==> config.mk <==
export PLATFORM = sky130hd
export DESIGN_NAME = imem_loader
export DESIGN_NICKNAME = d
export VERILOG_FILES = /design/src/rtl/imem_loader_pkg.sv /design/src/rtl/imem_loader_word_assembler.sv /design/src/rtl/imem_loader.sv
export SDC_FILE = /design/constraint.sdc
export NUM_CORES = 1
export LEC_CHECK = 0
export BUFFER_PORTS_ARGS = -buffer_cell sky130_fd_sc_hd__buf_2
export CORE_ASPECT_RATIO = 0.7
export CORE_UTILIZATION = 48
export CTS_CLUSTER_DIAMETER = 150
export DETAILED_ROUTE_END_ITERATION = 10
export PLACE_DENSITY = 0.7
export SLEW_MARGIN = 20
export SYNTH_ARGS = -nofsm -noshare
export SYNTH_HDL_FRONTEND = slang
export SYNTH_SLANG_ARGS = --single-unit
==> constraint.sdc <==
create_clock -name reloj -period 2.8 [get_ports reloj]
set_input_delay 0.28 -clock reloj [delete_from_list [all_inputs] [get_ports reloj]]
set_output_delay 0.28 -clock reloj [all_outputs]
set_load 0.005 [all_outputs]
==> src/rtl/imem_loader_pkg.sv <==
// Shared definitions for the instruction-memory boot loader.
//   state_t        : loader FSM states
//   MAX_WORDS      : capacity of the instruction memory in words
//   BYTES_PER_WORD : stream bytes assembled into one instruction word
package imem_loader_pkg;

    typedef enum logic [2:0] {
        ST_IDLE,
        ST_HEADER,
        ST_COLLECT,
        ST_WRITE,
        ST_RUN,
        ST_ERROR
    } state_t;

    localparam int MAX_WORDS      = 64;
    localparam int BYTES_PER_WORD = 4;

endpackage

==> src/rtl/imem_loader_word_assembler.sv <==
// Big-endian word assembler: shifts accepted bytes in MSB-first and flags
// the byte that completes a word.
// Ports:
//   reloj      in   clock (rising edge)
//   reset      in   synchronous active-low reset
//   clear      in   discard any partial word (restart / timeout)
//   byte_valid in   byte_in is accepted this cycle
//   byte_in    in   stream byte
//   word       out  assembled word (first byte in bits DATA_W-1:DATA_W-8)
//   word_ready out  high in the cycle whose byte completes a word
module word_assembler
    import imem_loader_pkg::*;
#(
    parameter int DATA_W = 32
) (
    input  logic              reloj,
    input  logic              reset,
    input  logic              clear,
    input  logic              byte_valid,
    input  logic [7:0]        byte_in,
    output logic [DATA_W-1:0] word,
    output logic              word_ready
);

    logic [DATA_W-1:0] word_reg;
    logic [1:0]        byte_cnt_reg;

    always_ff @(posedge reloj) begin
        if (!reset) begin
            word_reg     <= '0;
            byte_cnt_reg <= '0;
        end else if (clear) begin
            word_reg     <= '0;
            byte_cnt_reg <= '0;
        end else if (byte_valid) begin
            word_reg     <= {word_reg[DATA_W-9:0], byte_in};
            // Two-bit counter wraps naturally after the last byte of a word.
            byte_cnt_reg <= byte_cnt_reg + 2'd1;
        end
    end

    assign word       = word_reg;
    assign word_ready = byte_valid && !clear &&
                        (byte_cnt_reg == 2'(BYTES_PER_WORD - 1));

endmodule

==> src/rtl/imem_loader.sv <==
// Boot-time loader for the 64-word instruction memory. Receives a byte
// stream (header byte N = word count, then N big-endian words), writes each
// word to the memory write port and releases the core only after a
// complete, valid load.
// Ports:
//   reloj        in   clock (rising edge)
//   reset        in   synchronous active-low reset
//   start        in   one-cycle pulse starting a load (IDLE/RUN/ERROR only)
//   rx_byte      in   stream byte
//   rx_valid     in   rx_byte valid
//   rx_ready     out  loader accepts a byte this cycle
//   imem_we      out  instruction memory write strobe
//   imem_addr    out  word address being written
//   imem_di      out  word being written
//   cpu_resetM   out  active-low core reset (1 only after a good load)
//   busy         out  load in progress
//   done         out  last load succeeded
//   error        out  last load aborted
//   words_loaded out  words written in current/last load
module imem_loader
    import imem_loader_pkg::*;
#(
    parameter int ADDR_W      = 6,
    parameter int DATA_W      = 32,
    parameter int TIMEOUT_CYC = 50000
) (
    input  logic              reloj,
    input  logic              reset,
    input  logic              start,
    input  logic [7:0]        rx_byte,
    input  logic              rx_valid,
    output logic              rx_ready,
    output logic              imem_we,
    output logic [ADDR_W-1:0] imem_addr,
    output logic [DATA_W-1:0] imem_di,
    output logic              cpu_resetM,
    output logic              busy,
    output logic              done,
    output logic              error,
    output logic [6:0]        words_loaded
);

    localparam int TO_W = (TIMEOUT_CYC > 2) ? $clog2(TIMEOUT_CYC) : 1;

    state_t            state_reg, state_next;
    logic [6:0]        n_reg, n_next;
    logic [6:0]        words_reg, words_next;
    logic [ADDR_W-1:0] addr_reg, addr_next;
    logic [TO_W-1:0]   to_cnt_reg, to_cnt_next;

    logic xfer;
    logic asm_clear;
    logic asm_valid;
    logic word_ready;
    logic timeout_hit;

    // Handshake and status are pure functions of the current state, which
    // keeps rx_ready free of any dependency on rx_valid.
    assign rx_ready   = (state_reg == ST_HEADER) || (state_reg == ST_COLLECT);
    assign busy       = (state_reg == ST_HEADER) || (state_reg == ST_COLLECT) ||
                        (state_reg == ST_WRITE);
    assign imem_we    = (state_reg == ST_WRITE);
    assign cpu_resetM = (state_reg == ST_RUN);
    assign done       = (state_reg == ST_RUN);
    assign error      = (state_reg == ST_ERROR);

    assign imem_addr    = addr_reg;
    assign words_loaded = words_reg;

    assign xfer        = rx_valid && rx_ready;
    assign asm_valid   = xfer && (state_reg == ST_COLLECT);
    assign timeout_hit = (to_cnt_reg == TO_W'(TIMEOUT_CYC - 1));

    word_assembler #(
        .DATA_W (DATA_W)
    ) u_asm (
        .reloj      (reloj),
        .reset      (reset),
        .clear      (asm_clear),
        .byte_valid (asm_valid),
        .byte_in    (rx_byte),
        .word       (imem_di),
        .word_ready (word_ready)
    );

    always_ff @(posedge reloj) begin
        if (!reset) begin
            state_reg  <= ST_IDLE;
            n_reg      <= '0;
            words_reg  <= '0;
            addr_reg   <= '0;
            to_cnt_reg <= '0;
        end else begin
            state_reg  <= state_next;
            n_reg      <= n_next;
            words_reg  <= words_next;
            addr_reg   <= addr_next;
            to_cnt_reg <= to_cnt_next;
        end
    end

    always_comb begin
        state_next  = state_reg;
        n_next      = n_reg;
        words_next  = words_reg;
        addr_next   = addr_reg;
        to_cnt_next = to_cnt_reg;
        asm_clear   = 1'b0;

        case (state_reg)
            ST_IDLE, ST_RUN, ST_ERROR: begin
                if (start) begin
                    state_next  = ST_HEADER;
                    words_next  = '0;
                    addr_next   = '0;
                    to_cnt_next = '0;
                    asm_clear   = 1'b1;
                end
            end

            ST_HEADER: begin
                if (xfer) begin
                    to_cnt_next = '0;
                    if ((rx_byte != 8'd0) && (rx_byte <= 8'(MAX_WORDS))) begin
                        n_next     = rx_byte[6:0];
                        state_next = ST_COLLECT;
                    end else begin
                        state_next = ST_ERROR;
                    end
                end else if (timeout_hit) begin
                    state_next = ST_ERROR;
                end else begin
                    to_cnt_next = to_cnt_reg + 1'b1;
                end
            end

            ST_COLLECT: begin
                if (xfer) begin
                    to_cnt_next = '0;
                    if (word_ready) begin
                        state_next = ST_WRITE;
                    end
                end else if (timeout_hit) begin
                    // Drop the half-built word so a restart begins clean.
                    state_next = ST_ERROR;
                    asm_clear  = 1'b1;
                end else begin
                    to_cnt_next = to_cnt_reg + 1'b1;
                end
            end

            ST_WRITE: begin
                words_next = 7'(words_reg + 7'd1);
                if (7'(words_reg + 7'd1) == n_reg) begin
                    // Address is left on the last word written, so a full
                    // 64-word load never wraps back to 0.
                    state_next = ST_RUN;
                end else begin
                    addr_next  = addr_reg + 1'b1;
                    state_next = ST_COLLECT;
                end
            end

            default: begin
                state_next = ST_IDLE;
            end
        endcase
    end

endmodule

Word level (Yosys, flattened, before mapping):

Index checks and enable logic that the tools add are counted.

* bits in registers: 73
* output and inout port bits: 51
* word-level logic and storage cells: 66

* add/subtract/negate cells: 4
* order comparisons: 1
* equal/unequal tests: 12
* muxes and demuxes: 21
* bitwise logic cells: 1
* reductions and logical operators: 20

Operators with widths (number)
* $mux W16: 3
* $pmux W16 S2: 1
* $mux W3: 7
* $add A16 B1 Y16 const B: 1
* $eq A16 B16 Y1 const B: 1
* $pmux W7 S2: 1
* $mux W6: 2
* $pmux W3 S4: 1
* $pmux W6 S2: 1
* $reduce_and A3 Y1: 3
* $le A8 B7 Y1 const B: 1
* $reduce_bool A8 Y1: 1
* $add A7 B1 Y7 const B: 1
* $eq A7 B7 Y1: 1
* $mux W7: 1
* $add A6 B1 Y6 const B: 1
* $eq A3 B2 Y1 const B: 2
* $eq A3 B3 Y1 const B: 2
* $logic_and A1 B1 Y1: 5
* $ne A2 B2 Y1 const B: 2
* $reduce_and A2 Y1: 2
* $reduce_bool A2 Y1: 2
* $reduce_or A2 Y1: 2
* $eq A3 B1 Y1 const B: 1
* 11 further kinds: 14

Depth between registers and ports, before layout:

Gate-level depths: netlist of run 1.

* depth after elaboration: 11
* gate-level depth with buffers: 8
* mapped depth without buffers: 6

Cells and area by module:

Synthesis of run 1 repeated with hierarchy kept, for this count alone.

* cell total of the unflattened synthesis: 362
* area total of the unflattened synthesis: 3328.2 µm²

By module, submodules not included
* imem_loader: times used 1, cells an instance 249, area each 2045.7 µm², seq. area each 780.7 µm²
* word_assembler: times used 1, cells an instance 113, area each 1282.5 µm², seq. area each 680.7 µm²

Least setup slack after synthesis of run 1:

No wires, ideal clock.

* kind: register to register
* start: register words_reg[0] (netlist: words_loaded[0])
* end: register state_reg[1]
* arrival time: 1.815 ns
* slack: 0.871 ns
* cell stages (with the launch flop): 7
* buffers on the path: 0
* clock period less this slack: 1.929 ns
* cell sequence: dfxtp_1 ha_1 and3_2 a31o_2 a32oi_1 a21oi_2 o21a_1

* cells in the longest elaborated chain, start to end: 4

RTL lines
* from (decl): line imem_loader.sv:47 `logic [6:0] words_reg, words_next;`
* from (signal assigned): line imem_loader.sv:96 `words_reg <= words_next;`
* $add A7 B1 Y7: line imem_loader.sv:154 `if (7'(words_reg + 7'd1) == n_reg) begin`
* $eq A7 B7 Y1: line imem_loader.sv:154
* $mux W3: line imem_loader.sv:154
* $pmux W3 S4: line imem_loader.sv:110 `case (state_reg)`
* to (signal assigned): line imem_loader.sv:94 `state_reg <= state_next;`
* to (decl): line imem_loader.sv:45 `state_t state_reg, state_next;`

Every way passes these cells.
A chain may end at the register's enable or synchronous reset.

Final worst setup path of run 1:

* start: register state_reg[1]
* end: register to_cnt_reg[6]

* cells in the longest elaborated chain, start to end: 5
* elaborated cells between the ends (all ways): 15

RTL lines
* $eq A3 B1 Y1 / $eq A3 B2 Y1 (equally long branches): line imem_loader.sv:59, imem_loader.sv:110
* $logic_or A1 B1 Y1: line imem_loader.sv:59 `assign rx_ready = (state_reg == ST_HEADER) || (state_reg == ST_COLLECT);`
* $logic_and A1 B1 Y1: line imem_loader.sv:70 `assign xfer = rx_valid && rx_ready;`
* $ne A3 B3 Y1 (no line) / $mux W16 (equally long branches)
* $reduce_and A3 Y1 (no line) / $pmux W16 S2 (equally long branches)
* to (signal assigned): line imem_loader.sv:98 `to_cnt_reg <= to_cnt_next;`
* to (decl): line imem_loader.sv:49 `logic [TO_W-1:0] to_cnt_reg, to_cnt_next;`

Parallel ways exist; a longest one is shown, timed or not.

==> results of run 1 <==
## worst register-to-register path: stages (launching register included)
cell	delay, ns
dfxtp_1	0.58
nor2b_2	0.31
and2_1	0.39
o21ai_1	0.27
nor4bb_1	0.47
mux2i_1	0.24
## how the worst max path moves through the flow
stage	end	slack [ns]	cells past startpoint
CTS	to_cnt_reg[6]	0.48	5
global placement	state_reg[1]	0.62	6
global route	to_cnt_reg[6]	0.26	5
finish	to_cnt_reg[6]	0.47	5
detailed placement	to_cnt_reg[6]	0.51	5
floorplan	state_reg[1]	0.87	6
## cell usage in the layout (no fill, tap or decap), drive strengths merged, types with 6 or more instances in the layout
cell and instances:
a21oi 51, and3 6, buf 65, clkbuf 10, dfxtp 73, inv 13
mux2i 18, nand2 86, nand2b 8, nand3 17, nand3b 6, nor2 30
o21ai 16, or3 7, xnor2 7, xor2 8
## kinds of logic after synthesis
logic type | share of synthesized area (%)
AO/OA/AOI/OAI | 16.3
XOR/XNOR | 3.78
adder cells (fa/ha/maj) | 1.44
buffers and inverters | 4.47
flip-flops | 42.1
multiplexers | 5.19
AND/OR/NAND/NOR | 26.8
## where the power goes
part | internal (mW) | leakage, nW | switching [mW]
Sequential | 1.04 | 0.588 | 0.0116
Clock | 0.437 | 0.0949 | 0.420
Combinational | 0.0447 | 0.913 | 0.0931
Total | 1.53 | 1.60 | 0.525
## per-layer routing
| metal | up-vias | wire length (µm) | GRT usage, % |
|---|---|---|---|
| met5 | - | 0 | 0 |
| met4 | 0 | 110 | 7.30 |
| met3 | 13 | 426 | 7.50 |
| met2 | 73 | 3620 | 35.8 |
| met1 | 1466 | 4010 | 30.7 |
| li1 | 1566 | - | - |
## synth_stat cells, types with 2 or more instances
| master | count |
|---|---|
| nand2_1 | 86 |
| dfxtp_1 | 73 |
| a21oi_1 | 49 |
| nor2_1 | 30 |
| mux2i_1 | 18 |
| nand3_1 | 17 |
| o21ai_0 | 13 |
| inv_1 | 12 |
| clkbuf_1 | 11 |
| nand2b_1 | 8 |
| xor2_1 | 8 |
| buf_2 | 7 |
| xnor2_1 | 7 |
| nand3b_1 | 6 |
| and3_1 | 5 |
| or3_1 | 5 |
| buf_4 | 4 |
| ha_1 | 4 |
| nand4_1 | 4 |
| nor4b_1 | 4 |
| o21a_1 | 4 |
| and2_1 | 3 |
| nor3_1 | 3 |
| nor4bb_1 | 3 |
| o2111ai_1 | 3 |
| o211ai_1 | 3 |
| nor4_1 | 2 |
| o21ai_1 | 2 |
| o21bai_1 | 2 |
## metrics by stage
step                      worst slack (ns)  instances  utilization (%)  power (mW)
after floorplan                      0.871        424                -        1.18
after global placement               0.620        560             55.4        1.21
after detailed placement             0.510        560             55.4        1.22
after CTS                            0.484        576             58.4        2.07
after global routing                 0.263        576             58.4        2.13
final                                0.469        576             58.4        2.05
## area by class of cell
class	count	area, µm²
sequential	73	1460
clock inverter	6	66.3
multi-input combinational	316	1860
timing repair buffer	65	333
fill	668	2870
inverter	12	45.0
clock buffer	10	138
tap	94	118
==> flow_metrics.py, run 1 <==
metrics = {
    "global_route": {
        "grt.total_usage_pct": 23.0,
        "grt_pass1_wl_mm": 13.7,
        "overflow": 0,
        "grt_max_degree": 35,
        "antenna_found_initial": 0,
        "grt_pass1_vias": 2880,
    },
    "worst_hold_path": {
        "min_to": "u_asm.word[5]",
        "hold_path_startpoint": "rx_byte[5]",
        "whs_path_depth": 3,
        "hold_class": "in2reg",
    },
    "timing": {
        "finalMaxSlewViolations": 0,
        "whs_ns": 0.175,
        "max_slew_margin_pct": 56.1,
        "fmaxAchievable_ghz": 0.429,
        "period_share_pct": 83.3,
        "fin_worst_skew_ns": 0.0107,
        "setup_tns_ns": 0,
        "hold_viol": 0,
        "post-route-min-period_ns": 2.33,
        "rsz0062_at_grt": "false",
        "tightest_slew_ns": 0.658,
        "setup_viol": 0,
    },
    "synth": {
        "ys.flop_type": "dfxtp_1",
        "synth_nets": 440,
        "yosys-top-cells-area": "dfxtp_1, nand2_1, a21oi_1",
        "synth_edf_count": 0,
        "yosys_register_bits": 73,
        "ys_warn_count": 0,
        "syn_area_um2": 3470,
        "syn_avg_cell_area_um2": 8.19,
        "async_flop_share_pct": 0,
        "synth-seq-area-share_pct": 42.1,
        "netlist_instances": 424,
        "yosys.area.top_type": "dfxtp_1",
        "synth_cell_type_count": 57,
        "synth_top_area_share_pct": 42.1,
    },
    "critical_path": {
        "endpoint_kind": "flop",
        "reg2regPathDepth": 5,
        "r2r_start": "state_reg[1]",
        "r2r-end": "to_cnt_reg[6]",
        "path_max_fanout": 12,
        "critPathTopFamily": "simple AND/OR/NAND/NOR gates",
        "critical_path_class": "reg2reg",
        "path_buf_inv": 0,
        "crit_path_start_kind": "flop",
        "timing.reg2reg.setup_slack_ns": 0.47,
        "cp_slowest_cell": "dfxtp_1",
        "slowest_delay_ns": 0.58,
        "cp.arrival_ns": 2.62,
        "crit_chain": "nor2b_2 > and2_1 > o21ai_1 > nor4bb_1 > mux2i_1",
        "critPathLaunch": "state_reg[1]",
        "cp_data_required_time_ns": 3.09,
    },
    "floorplan": {
        "die_y_um": 73.2,
        "die_area_um2": 7580,
        "core_um2": 6880,
        "rows": 25,
        "ios": 63,
        "start_util_pct": 50.5,
        "die_width_um": 104,
    },
    "power": {
        "cellPowerDensity_nw_per_um2": 511,
        "power.leakage_nw": 1.60,
        "vdd_drop_max_v": 0.000285,
    },
    "place": {
        "port_buffers": 62,
        "dpl-instance-area_um2": 3810,
        "hpwl_mm": 5.78,
        "gp_congestion": 0.827,
    },
    "drt": {
        "drt_iter0_markers": 155,
        "vias_per_cell": 5.41,
        "first_pass_iters": 4,
        "wl_mm": 8.16,
        "drcViolationCount": 0,
        "route.detailed.wl_per_inst_um": 14.2,
        "antenna_left": 0,
        "num_vias": 3118,
    },
    "cells_and_area": {
        "fin_area_um2": 4020,
        "n_antenna_cell": 0,
        "largest_reg_flops": 32,
        "area_delta_synth_final_pct": 15.7,
        "nNetsFinal": 493,
        "drive_gt1_share_pct": 19.9,
    },
    "clock_tree": {
        "cts_setup_buffers": 0,
        "cts_buffers": 9,
        "htreeDepth": 3,
        "cts.clk_slew.worst_paths_ns": 0.08,
        "root_buffer": "clkbuf_8",
        "cts_tree": "built",
        "clockBufferDepth": 2,
        "cts_resized": 0,
        "postCtsHoldBufs": 0,
        "clkLatencyLatePin_ns": 0.36,
        "clock_sinks": 73,
    },
    "run": {
        "drv_cap": 0,
    },
    "run_status": {
        "status": "completed",
    },
}
(Power assumes the default switching activity.)
==> run 2: changes to the inputs <==
Settings changed: ABC_AREA set to 1, PLACE_DENSITY 0.7 to 0.73.
Clock period 2.8 ns to 2 ns, I/O delays scaled along.
==> run 2 against run 1 <==
Clock power rose by 66%. First-iteration DRC count rose by 86%. Critical path type unchanged. Worst setup slack got worse by 0.32 ns. Clock skew rose by 0.0045 ns. Total power rose by 59%. Design area rose by 4.8%. Area after synthesis rose by 2.4%. Combinational power rose by 140%. Synthesized cell count rose by 21%. Critical endpoint is now imem_addr[2]. Highest routed layer unchanged. Hold slack got worse by 0.058 ns. Register-to-register slack got worse by 0.32 ns.
==> flow_metrics.py, run 2 <==
metrics = {
    "critical_path": {
        "timing.reg2reg.setup_slack_ns": 0.15,
        "r2r_start": "words_loaded[1]",
        "critical_path_class": "reg2reg",
        "endpoint": "imem_addr[2]",
        "endpoint_kind": "flop",
        "crit_path_start_kind": "flop",
        "cp.arrival_ns": 2.08,
        "reg2regPathDepth": 12,
        "r2r-end": "imem_addr[2]",
        "path_max_fanout": 8,
        "critPathLaunch": "words_loaded[1]",
        "cp_data_required_time_ns": 2.23,
    },
    "cells_and_area": {
        "fill_cells": 650,
        "final_cell_mix": "nand2_1, dfxtp_1, a21oi_1",
        "n_antenna_cell": 0,
        "final_common_cell": "nand2_1",
        "nNetsFinal": 588,
        "largest_reg_flops": 32,
        "drive_gt1_share_pct": 19.2,
        "area_delta_synth_final_pct": 18.4,
    },
    "synth": {
        "yosys_register_bits": 73,
        "synth_top_area_share_pct": 41.1,
        "async_flop_share_pct": 0,
        "synthTopCellsByCount": "nand2_1, dfxtp_1, a21oi_1, nand3_1, inv_1",
        "synth_edf_count": 0,
        "yosys.area.top_type": "dfxtp_1",
        "synth_cell_type_count": 33,
        "ys.flop_type": "dfxtp_1",
        "synth-seq-area-share_pct": 41.1,
        "syn_avg_cell_area_um2": 6.96,
        "netlist_instances": 511,
        "synth_nets": 527,
        "yosysMostFrequentCell": "nand2_1",
        "ys_warn_count": 0,
        "syn_area_um2": 3550,
        "yosys-top-cells-area": "dfxtp_1, nand2_1, a21oi_1",
    },
    "place": {
        "hpwl_mm": 6.12,
        "port_buffers": 62,
        "gp_congestion": 0.941,
        "place_ws_ns": 0.172,
    },
    "power": {
        "power.leakage_nw": 1.63,
        "pwr-share-clk_pct": 43.8,
        "p_switching_mw": 0.844,
        "cellPowerDensity_nw_per_um2": 773,
        "vdd_drop_max_v": 0.000453,
        "p_int_mw": 2.41,
        "power.share.switching_pct": 25.9,
        "combPwrFrac_pct": 10.4,
        "power.total_mw": 3.25,
        "p_seq_share_pct": 45.8,
    },
    "global_route": {
        "grt.total_usage_pct": 22.8,
        "antenna_found_initial": 0,
        "grt_pass1_vias": 3057,
        "grt_max_degree": 35,
        "grt_pass1_wl_mm": 14.1,
        "overflow": 0,
    },
    "run": {
        "drv_cap": 0,
    },
    "worst_hold_path": {
        "hold_class": "in2reg",
        "whs_path_depth": 3,
    },
    "timing": {
        "max_slew_margin_pct": 67.4,
        "rsz0062_at_grt": "false",
        "fmaxAchievable_ghz": 0.541,
        "setup_viol": 0,
        "setup_tns_ns": 0,
        "postLayoutSetupSlackWorst_ns": 0.150,
        "finalMaxSlewViolations": 0,
        "fin_worst_skew_ns": 0.0152,
        "tightest_slew_ns": 0.488,
        "post-route-min-period_ns": 1.85,
        "hold_viol": 0,
        "whs_ns": 0.116,
        "period_share_pct": 92.5,
    },
    "drt": {
        "route.detailed.wl_per_inst_um": 12.9,
        "vias_per_cell": 5.22,
        "num_vias": 3503,
        "first_pass_iters": 5,
        "wl_mm": 8.67,
        "drt_iter0_markers": 289,
        "antenna_left": 0,
        "drcViolationCount": 0,
    },
    "clock_tree": {
        "htreeDepth": 3,
        "clockBufferDepth": 2,
        "cts_tree": "built",
        "postCtsHoldBufs": 0,
        "cts_resized": 0,
        "clock_sinks": 73,
        "root_buffer": "clkbuf_8",
        "cts_buffers": 9,
        "cts_setup_buffers": 0,
        "clkLatencyLatePin_ns": 0.36,
        "cts.clk_slew.worst_paths_ns": 0.09,
    },
    "floorplan": {
        "rows": 25,
        "die_width_um": 105,
        "core_um2": 6940,
        "die_y_um": 74,
        "ios": 63,
        "start_util_pct": 51.2,
        "die_area_um2": 7760,
    },
    "run_status": {
        "status": "completed",
    },
}
-- run 2: changes by cell type after synthesis, sizes merged, moves of 4 or more --
cell / previous run / this run
nand3: 17 / 71
nand2: 86 / 138
inv: 12 / 41
a21oi: 51 / 70
mux2i: 18 / 0
nand2b: 8 / 0
nor3: 3 / 11
or3: 7 / 0
and3: 6 / 1
and2: 4 / 0
nor4b: 4 / 0
o21a: 4 / 0
-- run 2: layout make-up --
cell class	count	area, µm²	share of cell area (%)
Timing Repair Buffer	72	398	9.45
Inverter	43	161	3.83
Sequential cell	73	1460	34.7
Clock inverter	6	115	2.73
Tap cell	94	118	2.79
Clock buffer	10	128	3.03
Multi-Input combinational cell	373	1830	43.4
-- run 2: logic make-up (layout without fill, tap and decap cells) --
| group | after synthesis | in the layout | synth area share (%) |
|---|---|---|---|
| XOR/XNOR | 12 | 12 | 2.96 |
| adder cells (fa/ha/maj) | 4 | 4 | 1.41 |
| buffers and inverters | 65 | 131 | 7.46 |
| AO/OA/AOI/OAI | 88 | 88 | 12.7 |
| AND/OR/NAND/NOR | 269 | 269 | 34.4 |
| flip-flops | 73 | 73 | 41.1 |
-- run 2: power groups by stage --
stage	Combinational [mW]	Clock [mW]	Sequential, mW
5_1_grt	0.370	1.50	1.49
2_1_floorplan	0.244	0	1.52
6_report	0.338	1.42	1.49
4_1_cts	0.335	1.44	1.49
3_3_place_gp	0.329	0	1.52
3_5_place_dp	0.333	0	1.52
-- run 2: through the flow --
| step | cells | cell area [µm²] | util (%) |
|---|---|---|---|
| final | 671 | 4210 | 60.6 |
| after global routing | 671 | 4210 | 60.6 |
| after CTS | 671 | 4210 | 60.6 |
| after detailed placement | 655 | 3970 | 57.1 |
| after global placement | 655 | 3970 | 57.1 |
| after floorplan | 511 | 3550 | - |
-- run 2: worst max-delay path: stages, from the launching register on --
cell     delay, ns
dfxtp_1       0.41
ha_1          0.21
nand2_2       0.12
nor2_4        0.15
nand3_1       0.11
nand3_1       0.10
nand2_1       0.06
nor2_2        0.12
nand2_2       0.08
nand2_4       0.11
nand2_4       0.09
nand2_1       0.08
a21oi_1       0.05
-- run 2: how the worst min path moves through the flow --
stage,from,end,slack [ns]
final,rx_byte[0],n_reg[0],0.12
after global routing,rx_byte[5],u_asm.word[5],0.13
after floorplan,rx_byte[0],n_reg[0],0.34
after CTS,rx_byte[0],n_reg[0],0.11
after global placement,u_asm.word[26],u_asm.word[26],0.45
after detailed placement,u_asm.word[30],u_asm.word[30],0.45
-- run 2: per-layer routing --
metal | track usage [%] | vias up | wire [µm] | part of all wire (%)
met1 | 30.8 | 1557 | 4280 | 49
met5 | 0 | - | 0 | 0
met4 | 6.89 | 0 | 65 | 0.75
met3 | 5.78 | 11 | 619 | 7.1
li1 | - | 1802 | - | -
met2 | 36.6 | 133 | 3710 | 43
